### src/rtl/xbar_pkg.sv
// xbar_pkg: shared sizes and helpers for the 4x4 crossbar scheduler.
package xbar_pkg;
    localparam int NP    = 4;
    localparam int DW    = 4;
    localparam int PTR_W = 2;
    localparam int CNT_W = 8;

    function automatic logic [PTR_W-1:0] oh2idx(input logic [NP-1:0] oh);
        oh2idx = '0;
        for (int i = 0; i < NP; i++)
            if (oh[i]) oh2idx = PTR_W'(i);
    endfunction
endpackage

### src/rtl/rr_arbiter_4.sv
// rr_arbiter_4: grants the first requester at or after ptr, wrapping mod 4; zero grant when disabled.
module rr_arbiter_4
    import xbar_pkg::*;
(
    input  logic [NP-1:0]    req,
    input  logic [PTR_W-1:0] ptr,
    input  logic             en,
    output logic [NP-1:0]    gnt
);
    logic [PTR_W-1:0] idx;

    always_comb begin
        gnt = '0;
        idx = '0;
        for (int o = 0; o < NP; o++) begin
            idx = ptr + PTR_W'(o);
            if (en && gnt == '0 && req[idx]) gnt[idx] = 1'b1;
        end
    end
endmodule

### src/rtl/crossbar_4x4_scheduler.sv
// crossbar_4x4_scheduler: per-output round-robin arbitration into one-deep holding registers.
// Define XBAR_STATS_EN to add per-output 8-bit saturating grant counters on grant_cnt.
module crossbar_4x4_scheduler
    import xbar_pkg::*;
(
    input  logic                clk,
    input  logic                rst_n,
    input  logic [NP-1:0]       req_valid,
    input  logic [NP*PTR_W-1:0] req_dest,
    input  logic [NP*DW-1:0]    req_data,
    output logic [NP-1:0]       req_ready,
    output logic [NP-1:0]       out_valid,
    output logic [NP*DW-1:0]    out_data,
    output logic [NP*PTR_W-1:0] out_src,
    input  logic [NP-1:0]       out_ready
`ifdef XBAR_STATS_EN
    ,
    output logic [NP*CNT_W-1:0] grant_cnt
`endif
);
    logic [NP-1:0][NP-1:0]    cand, gnt;
    logic [NP-1:0]            free;
    logic [NP-1:0]            valid_q, valid_d;
    logic [NP-1:0][DW-1:0]    data_q, data_d;
    logic [NP-1:0][PTR_W-1:0] src_q, src_d, ptr_q, ptr_d;

    // Gating with rst_n keeps req_ready low for the whole reset window.
    always_comb begin
        cand = '0;
        free = '0;
        for (int k = 0; k < NP; k++) begin
            free[k] = rst_n && (!valid_q[k] || out_ready[k]);
            for (int i = 0; i < NP; i++)
                cand[k][i] = req_valid[i] && req_dest[i*PTR_W +: PTR_W] == PTR_W'(k);
        end
    end

    for (genvar k = 0; k < NP; k++) begin : g_arb
        rr_arbiter_4 u_arb (
            .req (cand[k]),
            .ptr (ptr_q[k]),
            .en  (free[k]),
            .gnt (gnt[k])
        );
    end

    always_comb begin
        req_ready = '0;
        valid_d   = valid_q;
        data_d    = data_q;
        src_d     = src_q;
        ptr_d     = ptr_q;
        for (int k = 0; k < NP; k++) begin
            req_ready = req_ready | gnt[k];
            if (gnt[k] != '0) begin
                valid_d[k] = 1'b1;
                src_d[k]   = oh2idx(gnt[k]);
                data_d[k]  = req_data[DW*src_d[k] +: DW];
                ptr_d[k]   = src_d[k] + PTR_W'(1);
            end else if (out_ready[k]) begin
                valid_d[k] = 1'b0;
            end
        end
    end

    always_ff @(posedge clk or negedge rst_n) begin
        if (!rst_n) begin
            valid_q <= '0;
            data_q  <= '0;
            src_q   <= '0;
            ptr_q   <= '0;
        end else begin
            valid_q <= valid_d;
            data_q  <= data_d;
            src_q   <= src_d;
            ptr_q   <= ptr_d;
        end
    end

    assign out_valid = valid_q;
    assign out_data  = data_q;
    assign out_src   = src_q;

`ifdef XBAR_STATS_EN
    logic [NP-1:0][CNT_W-1:0] cnt_q, cnt_d;

    always_comb begin
        cnt_d = cnt_q;
        for (int k = 0; k < NP; k++)
            if (gnt[k] != '0 && cnt_q[k] != '1) cnt_d[k] = cnt_q[k] + CNT_W'(1);
    end

    always_ff @(posedge clk or negedge rst_n) begin
        if (!rst_n) cnt_q <= '0;
        else        cnt_q <= cnt_d;
    end

    assign grant_cnt = cnt_q;
`endif
endmodule

### config.mk
export PLATFORM = sky130hd
export DESIGN_NAME = crossbar_4x4_scheduler
export DESIGN_NICKNAME = d
export VERILOG_FILES = /design/src/rtl/xbar_pkg.sv /design/src/rtl/rr_arbiter_4.sv /design/src/rtl/crossbar_4x4_scheduler.sv
export SDC_FILE = /design/constraint.sdc
export NUM_CORES = 1
export LEC_CHECK = 0
export BUFFER_PORTS_ARGS = -buffer_cell sky130_fd_sc_hd__buf_2
export CAP_MARGIN = 15
export CORE_MARGIN = 1
export CORE_UTILIZATION = 52
export CTS_BUF_LIST = sky130_fd_sc_hd__clkbuf_16
export CTS_CLUSTER_SIZE = 40
export DETAILED_ROUTE_END_ITERATION = 16
export GPL_ROUTABILITY_DRIVEN = 0
export GPL_TIMING_DRIVEN = 0
export PLACE_DENSITY_LB_ADDON = 0.08
export SYNTH_ARGS = -nofsm -noshare
export SYNTH_HDL_FRONTEND = slang
export SYNTH_SLANG_ARGS = --single-unit
### constraint.sdc
create_clock -name clk -period 4.2 [get_ports clk]
set_clock_uncertainty 0.05 [all_clocks]
set_input_delay 0.42 -clock clk [delete_from_list [all_inputs] [get_ports clk]]
set_output_delay 0.42 -clock clk [all_outputs]
set_load 0.03 [all_outputs]
Yosys cells after proc, flatten, opt, wreduce, memory -nomap -nowiden

Index checks and enable logic that the tools add are counted.

Register bits: 36
Logic and storage cells: 295
Input port bits: 34
Output and inout bits: 32

Add/sub/neg operators: 16
Reductions and logical operators: 96
Mux-type cells: 104
Order comparisons: 32
Equal/unequal tests: 12
Shift-type cells: 4
Bitwise logic cells: 15

Operators by type and width:

| kind                                                                                 | number |
|---|---|
| 1-bit logical AND                                                                    | 64 |
| 4-bit two-way mux                                                                    | 16 |
| 16-bit by 5-bit indexed part select with 4-bit output                                | 4 |
| 4-bit OR                                                                             | 15 |
| 4-bit zero test                                                                      | 12 |
| 2-bit by 3-bit less-than comparator with 1-bit output (second input constant)        | 16 |
| 1-bit two-way mux                                                                    | 44 |
| 1-bit binary-select mux with 2-bit select                                            | 16 |
| 1-bit demux with 2-bit select                                                        | 16 |
| 2-bit by 1-bit greater-or-equal comparator with 1-bit output (second input constant) | 16 |
| 2-bit two-way mux                                                                    | 12 |
| 2-bit by 1-bit adder with 2-bit output (second input constant)                       | 8 |
| 2-bit adder (second input constant)                                                  | 8 |
| 2-bit == test (second input constant)                                                | 8 |
| 4-bit nonzero test                                                                   | 4 |
| 2-bit by 1-bit == test with 1-bit output (second input constant)                     | 4 |
| 2-bit zero test                                                                      | 4 |
| 2-bit nonzero test                                                                   | 4 |
| 1-bit zero test                                                                      | 4 |
| 1-bit logical OR                                                                     | 4 |

Longest topological paths before layout

Gate-level depths: netlist of the first run.

Word-level depth: 23
Gate-level depth with buffers: 13
Gate-level depth less buffers: 11

Modules after synthesis

From an unflattened synthesis of the first run, not the netlist that was laid out.

Cell total of the unflattened synthesis: 472
Area total of the unflattened synthesis: 4,284.1 um^2

Modules (own cells, without submodules):

| module                             | instances | area each (um^2) | sequential area each (um^2) | cells each |
|---|---|---|---|---|
| crossbar_4x4_scheduler             | 1         | 1,968.1          | 900.9                       | 212 |
| rr_arbiter_4 at g_arb[1].u_arb ... | 2         | 588.1            | 0.0                         | 60 |
| rr_arbiter_4 at g_arb[3].u_arb     | 1         | 588.1            | 0.0                         | 72 |
| rr_arbiter_4 at g_arb[0].u_arb     | 1         | 551.8            | 0.0                         | 68 |

Least setup slack after synthesis of the first run

Ideal clock, no wire load.

Path type: reg2out
From: register ptr_q[7] (netlist bit)
To: output req_ready[3]
Required time: 3.730 ns
Arrival: 3.759 ns
Path slack: -0.029 ns
Stages on the path, launching flop included: 13
Cells stage by stage: dfrtp_1 -> clkbuf_1 -> inv_1 -> ha_1 -> nand4b_1 -> a211o_1 -> a222oi_1 -> and2_1 -> a221o_1 -> nor3_1 -> a211oi_1 -> buf_2 -> nand4b_1

Word-level cells in the longest chain between the ends: 18

RTL lines:

| element                                                                                                                                                     | RTL line                     | RTL |
|---|---|---|
| from (decl)                                                                                                                                                 | crossbar_4x4_scheduler.sv:25 | `logic [NP-1:0][PTR_W-1:0] src_q, src_d, ptr_q, ptr_d;` |
| from (signal assigned)                                                                                                                                      | crossbar_4x4_scheduler.sv:76 | `ptr_q <= ptr_d;` |
| 2-bit by 3-bit less-than comparator with 1-bit output (not written as such) or 2-bit by 1-bit greater-or-equal comparator with 1-bit output (tied branches) | rr_arbiter_4.sv:17           | `if (en && gnt == '0 && req[idx]) gnt[idx] = 1'b1;` |
| 1-bit logical AND (not written as such)                                                                                                                     | rr_arbiter_4.sv:17           |  |
| 1-bit two-way mux (not written as such)                                                                                                                     | rr_arbiter_4.sv:17           |  |
| 1-bit demux with 2-bit select                                                                                                                               | -                            |  |
| 4-bit two-way mux                                                                                                                                           | rr_arbiter_4.sv:17           |  |
| 4-bit zero test                                                                                                                                             | rr_arbiter_4.sv:17           |  |
| 1-bit logical AND (2 in a row)                                                                                                                              | rr_arbiter_4.sv:17           |  |
| 4-bit two-way mux                                                                                                                                           | rr_arbiter_4.sv:17           |  |
| 4-bit zero test                                                                                                                                             | rr_arbiter_4.sv:17           |  |
| 1-bit logical AND (2 in a row)                                                                                                                              | rr_arbiter_4.sv:17           |  |
| 4-bit two-way mux                                                                                                                                           | rr_arbiter_4.sv:17           |  |
| 4-bit zero test                                                                                                                                             | rr_arbiter_4.sv:17           |  |
| 1-bit logical AND (2 in a row)                                                                                                                              | rr_arbiter_4.sv:17           |  |
| 4-bit two-way mux (*)                                                                                                                                       | rr_arbiter_4.sv:17           |  |
| 4-bit OR (*)                                                                                                                                                | crossbar_4x4_scheduler.sv:54 | `req_ready = req_ready \| gnt[k];` |
| to (decl)                                                                                                                                                   | crossbar_4x4_scheduler.sv:11 | `output logic [NP-1:0] req_ready,` |

Every way passes the cells marked *; elsewhere a longest branch is shown, timed or not. The select of a mux whose other input is x is not followed.

Worst setup path after layout of the first run

From: register ptr_q[6] (netlist bit)
To: output req_ready[1]

The elaborated chain is that of the path after synthesis.

==> metrics.txt, run 1 <==
vias in the first global route slightly above 5k; num ports 66; Fillers 724; ys flop type dfrtp_1; Vias/cell 6.86; Setup Viol. Count Final 0; syn_area_per_cell 8.42 sq um; layout cells sized above 1 0.314; floorplan core area 8720 sq um; final non-filler cell total between 700 and 800; category of the worst setup path capture point output pin; combinational share of power 0.748; most instantiated cells after synthesis nand2_1, dfrtp_1, ha_1, nor2_1, inv_1; R2R setup slack 240 ps; violation count after the first detailed-route iteration 428; Yosys top cell area share 0.193; Buffers on Ports 62; num rows 34; Clock Power Share 0.084; sequential area share after synthesis 0.193; CP Class reg -> out; pre-CTS setup slack -718 ps; Crit Path Max Fanout 5; H-tree levels 2; WP data arrival 3670 ps; Routed WL 15900 um; Synth area leader dfrtp_1; Seq cells post-synth 36; final hold violation count 0; Synth area leaders dfrtp_1, ha_1, mux4_2; status finished clean; placed wire-length estimate 11000 um; total grt overflow 0; CTS root buf clkbuf_16; CTS tree done; Worst EP required about 3700 ps; Int Pwr 0.00202 W; total CTS buffers 5; Reg power frac 0.168; DR vias 5264; Switching Share 0.517; CTS sink cnt 36; met3 wire length between 900 and 1000 um; DR WL/cell 20.7 um; Die W slightly below 100 um; actual slew at the worst max-slew pin ~650 ps; max_cap viols 0; first-pass GRT wire length 25100 um; Fmax achieved 242 MHz; Max Used Layer met4; net switching power figure about 0.0022 W; Ant. Diodes 0; Antenna Nets Post-Route 0; fin area 5940 sq um; met2 routed WL ~7700 um; post-layout minimum cycle time 4140 ps; Max VDD drop 0.449 mV; relative slew slack 0.563; P_leak between 2 and 3 nW; Placed Cells 725; Syn-to-layout area delta 27.1%; clock buffer depth 2; die area around 9400 sq um; Synth async-reset ratio 1.00; PD cells 705 nW/um^2; Metal-1 WL slightly below 7000 um; initial antenna violation count 0; largest net degree at the start of global routing 44; most frequent cell after synthesis nand2_1; Unique masters post-synth 80; DRT Pass-1 Iters 7; Worst setup startpoint ptr_q[6]$_DFFE_PN0P_; FF-to-FF Start ptr_q[6]$_DFFE_PN0P_; clk_lat worst skew 280 ps; post-synthesis cell count 555; Mapped Area 4670 sq um; DP Area 5120 sq um; Final Max Slew Viols 0; All-Layer GR Usage 0.321; Final WS setup 60.5 ps; Initial Utilization 0.536; Residual DRC 0; HP Class in -> async; CP startpoint kind flop; Synth warnings 0; Tcrit/Tclk final 0.986; Layout Nets 725; post-synth net total 621; Clock transition at path regs ~60 ps; Die Ht between 90 and 100 um; number of synthesized flops with an enable pin 0
==> sequential cells by signal, indices dropped and copies added, names as in the netlist <==
| name | cells |
|---|---|
| out_data | 16 |
| out_src | 8 |
| ptr_q | 8 |
| out_valid | 4 |
==> power groups by stage <==
stage	clock network, W	logic [W]	registers, W
5_1_grt	0.000363	0.00335	0.000726
4_1_cts	0.000351	0.00281	0.000703
6_report	0.000351	0.00313	0.000704
3_5_place_dp	0	0.00255	0.000704
3_3_place_gp	0	0.00250	0.000701
2_1_floorplan	0	0.00167	0.000933
==> worst max-delay path, stage by stage (launching register included) <==
cell        delay, ps
dfrtp_1           390
buf_6             140
clkinvlp_4        140
ha_4              320
nand4_1           100
a211o_1           310
a222oi_1          450
buf_4             230
a31oi_4           120
a221o_1           430
buf_4             170
a31oi_4           230
nand4_1           160
buf_6             190
==> stage by stage <==
stage               total power (W)  hold slack, ps  TNS (ps)   util
floorplan                   0.00260            74.4         0      -
global placement            0.00320             406     -5660  0.587
detailed placement          0.00325             420     -8090  0.587
CTS                         0.00386             100     -22.0  0.647
global route                0.00444            40.8     -70.9  0.681
finish                      0.00419            8.16         0  0.681
==> logic make-up after synthesis <==
group | Yosys count | share of synthesized area
and+or+nand+nor | 227 | 0.286
AOI/OAI and AO/OA | 170 | 0.284
buffers and inverters | 54 | 0.0485
muxes | 36 | 0.104
DFF | 36 | 0.193
adders and majority gates | 32 | 0.0857
==> final timing paths <==
kind                                                  to  depth (start not counted)
min in group clk                out_data[12]$_DFFE_PN0P_                          3
max in group asynchronous           ptr_q[0]$_DFFE_PN0P_                          1
worst max-delay path                        req_ready[1]                         13
worst min-delay path            out_valid[1]$_DFFE_PN0P_                          1
worst max register to register  out_data[14]$_DFFE_PN0P_                         15
worst min register to register    out_src[6]$_DFFE_PN0P_                          1
==> cell usage in the layout, fill, tap and decap left out, drive strengths merged, types with 7 or more instances in the layout <==
master and count:
nand3b 10, mux4 9, nand4b 8, and3 16, o211ai 7, inv 25
nor3 8, a221oi 8, ha 32, dfrtp 36, nand2b 9, and2 11
nor2b 9, o21ai 20, mux2i 18, a21oi 18, a221o 7, mux2 9
a2bb2oi 8, a31oi 20, nor2 28, buf 116, a211oi 9, clkbuf 11
nand2 46, nand3 26
==> repair_timing <==
| item | in CTS | in global routing |
|---|---|---|
| setup buffers | 15 | 21 |
| hold buffers | 0 | 0 |
| endpoints found under the setup margin | 28 | 7 |
| cloned | 0 | 0 |
| resized for setup | 53 | 32 |
| pin swaps | 10 | 9 |
==> metal layers <==
metal	global-route usage	vias up
li1	-	2405
met4	0.109	0
met5	0	-
met2	0.529	244
met3	0.0383	36
met1	0.434	2579
==> cell type report <==
class / count / area [sq um] / share of cell area
clock buffers: 5 / 125 / 0.0211
plain buffers: 24 / 154 / 0.0259
well taps: 108 / 135 / 0.0227
clock inverters: 2 / 7.51 / 0.00126
inverters: 29 / 129 / 0.0217
multi-input cells: 465 / 3870 / 0.652
repair buffers: 98 / 608 / 0.102
flip-flops and latches: 36 / 910 / 0.153
Power figures use the tool's default switching activity.
==> run 2, diff against run 1 <==
--- a/config.mk
+++ b/config.mk
@@ -5,6 +5,7 @@
 export SDC_FILE = /design/constraint.sdc
 export NUM_CORES = 1
 export LEC_CHECK = 0
+export ABC_AREA = 1
 export BUFFER_PORTS_ARGS = -buffer_cell sky130_fd_sc_hd__buf_2
 export CAP_MARGIN = 15
 export CORE_MARGIN = 1
@@ -14,6 +15,7 @@
 export DETAILED_ROUTE_END_ITERATION = 16
 export GPL_ROUTABILITY_DRIVEN = 0
 export GPL_TIMING_DRIVEN = 0
+export MAX_ROUTING_LAYER = met4
 export PLACE_DENSITY_LB_ADDON = 0.08
 export SYNTH_ARGS = -nofsm -noshare
 export SYNTH_HDL_FRONTEND = slang
==> metrics.txt, run 2 <==
clock buffer depth 2; number of synthesized flops with an enable pin 0; total CTS buffers 5; CP Class reg -> out; crit-path most repeated cell nand3_1; num ports 66; delay of the slowest critical-path stage between 500 and 600 ps; max_cap viols 0; die area 8700 sq um; WP data arrival approximately 3400 ps; Synth warnings 0; worst setup path end req_ready[3]; Worst setup startpoint ptr_q[0]$_DFFE_PN0P_; Clock transition at path regs roughly 60 ps; most frequent cells in the layout nand2_1, inv_1, nand3_1; layout cells sized above 1 0.269; All-Layer GR Usage 0.274; DR vias 4484; Antenna Nets Post-Route 0; post-layout minimum cycle time 3830 ps; sequential area share after synthesis 0.208; CP startpoint kind flop; Ant. Diodes 0; Worst EP required 3730 ps; final hold violation count 0; R2R setup slack 890 ps; DR WL/cell 13.7 um; H-tree levels 2; ys flop type dfrtp_1; Final Max Slew Viols 0; critical path cell sequence inv_2 > ha_1 > inv_1 > nand3_1 > nand3_1 > nor2_2 > nand3_1 > nand2_1 > nor2_4 > nand4_1 > nand2_2 > nor2_4 > nand3_2 > o21ai_4 > inv_2 > nand4_1 > buf_2; placed wire-length estimate 9180 um; largest net degree at the start of global routing 38; relative slew slack 0.676; clk_lat worst skew 280 ps; Syn-to-layout area delta 13.3%; Hold Buf Count CTS 0; Die W 93.3 um; initial antenna violation count 0; capture point of the worst reg-to-reg path out_data[1]$_DFFE_PN0P_; crit-path leading delay family simple AND/OR/NAND/NOR gates; Layout Nets slightly below 800; Yosys top cell area share 0.208; num rows 32; violation count after the first detailed-route iteration 243; slowest stage cell on the critical path dfrtp_1; CTS sink cnt 36; Fmax achieved 261 MHz; Synth async-reset ratio 1.00; Tcrit/Tclk final 0.911; HP Class in -> async; Residual DRC 0; crit path buf inv count 4; Unique masters post-synth 36; syn_area_per_cell 6.73 sq um; critical path depth 17; Reg2Reg Depth 21; status finished clean; vias in the first global route 4007; floorplan core area just under 8000 sq um; Seq cells post-synth 36; Buffers on Ports 62; Die Ht 93.3 um; Mapped Area around 4300 sq um; total grt overflow 0; DRT Pass-1 Iters 5; Setup Viol. Count Final 0; Initial Utilization 0.549; most frequent cell after synthesis nand2_1; Largest register FFs 16; FF-to-FF Start ptr_q[0]$_DFFE_PN0P_; Routed WL 11200 um; first-pass GRT wire length 18500 um; Vias/cell roughly 5.5; most common cell after layout, fill and taps aside nand2_1; category of the worst setup path capture point output pin; CTS root buf clkbuf_16; Synth area leader dfrtp_1; setup repair after global routing missed its margin false; post-synthesis cell count 644; Synth area leaders dfrtp_1, nand2_1, ha_1; Fillers about 760; Crit Path Max Fanout 11; actual slew at the worst max-slew pin 485 ps; post-synth net total a little over 700; most instantiated cells after synthesis nand2_1, inv_1, nand3_1, nor2_1, nand4_1; post-route setup TNS 0 ps; CTS tree done
-- run 2: changes by cell type in the layout (fill, tap and decap cells not counted), moves of 14 or more --
cell,before,now
nand4_1,4,37
nor2_4,0,17
buf_4,39,2
nand2_1,46,177
nor2_2,1,19
inv_1,23,76
mux2i_1,18,0
inv_2,0,22
nand3_1,25,74
nand2_2,0,14
and3_1,16,0
-- run 2: area by class of cell --
type                            count  area, sq um  share of cell area
Multi-Input combinational cell    504         3020               0.614
Sequential cell                    36          901               0.183
Inverter                           99          382              0.0777
Timing Repair Buffer               62          313              0.0637
Tap cell                          102          128              0.0260
Clock buffer                        5          125              0.0255
Buffer                              5         33.8             0.00688
Clock inverter                      3         11.3             0.00229
-- run 2: layer usage --
metal  GRT usage  vias up  share of wire
met5           -        -              0
met4      0.0513        0         0.0090
met3      0.0415       14          0.060
met2       0.469      145           0.49
met1       0.344     2079           0.44
li1            -     2246              -
-- run 2: worst min-delay path by stage --
stage / endpoint / slack (ps) / cells after the start
final: out_data[0]$_DFFE_PN0P_ / 60 / 1
after global routing: out_data[0]$_DFFE_PN0P_ / 90 / 1
after CTS: out_data[0]$_DFFE_PN0P_ / 230 / 1
after detailed placement: out_src[2]$_DFFE_PN0P_ / 400 / 2
after global placement: out_src[1]$_DFFE_PN0P_ / 400 / 2
after floorplan: out_data[0]$_DFFE_PN0P_ / 70 / 0
-- run 2: kinds of logic after synthesis --
logic type	after synthesis	synth area share
buffers and inverters	104	0.0959
DFF	36	0.208
AOI/OAI and AO/OA	68	0.122
and+or+nand+nor	404	0.481
adders and majority gates	32	0.0924
-- run 2: repair_timing --
item                                    4_1_cts  5_1_grt
buffers inserted                              0        0
endpoints found under the setup margin        0        4
resized for setup                             0        2
-- run 2: stage by stage --
stage	worst slack (ps)	util	std cells	hold slack, ps	instance area [sq um]
after floorplan	1150	-	644	74.4	4330
after global placement	109	0.605	808	399	4770
after detailed placement	27.3	0.605	808	404	4770
after CTS	26.2	0.622	816	235	4910
after global routing	71.4	0.622	816	91.5	4910
final	373	0.622	816	59.1	4910
-- run 2: worst register-to-register path, delay by kind of cell (launching register included) --
kind                     cells  cell delay (ps)
adder cells (fa/ha/maj)      1              370
AND/OR/NAND/NOR             16             1550
buffers and inverters        3              350
AO/OA/AOI/OAI                1              290
flip-flops                   1              580
Power of run 2 is not shown: default switching activity piles up to over one toggle a cycle in this logic, so the estimate is an artifact.
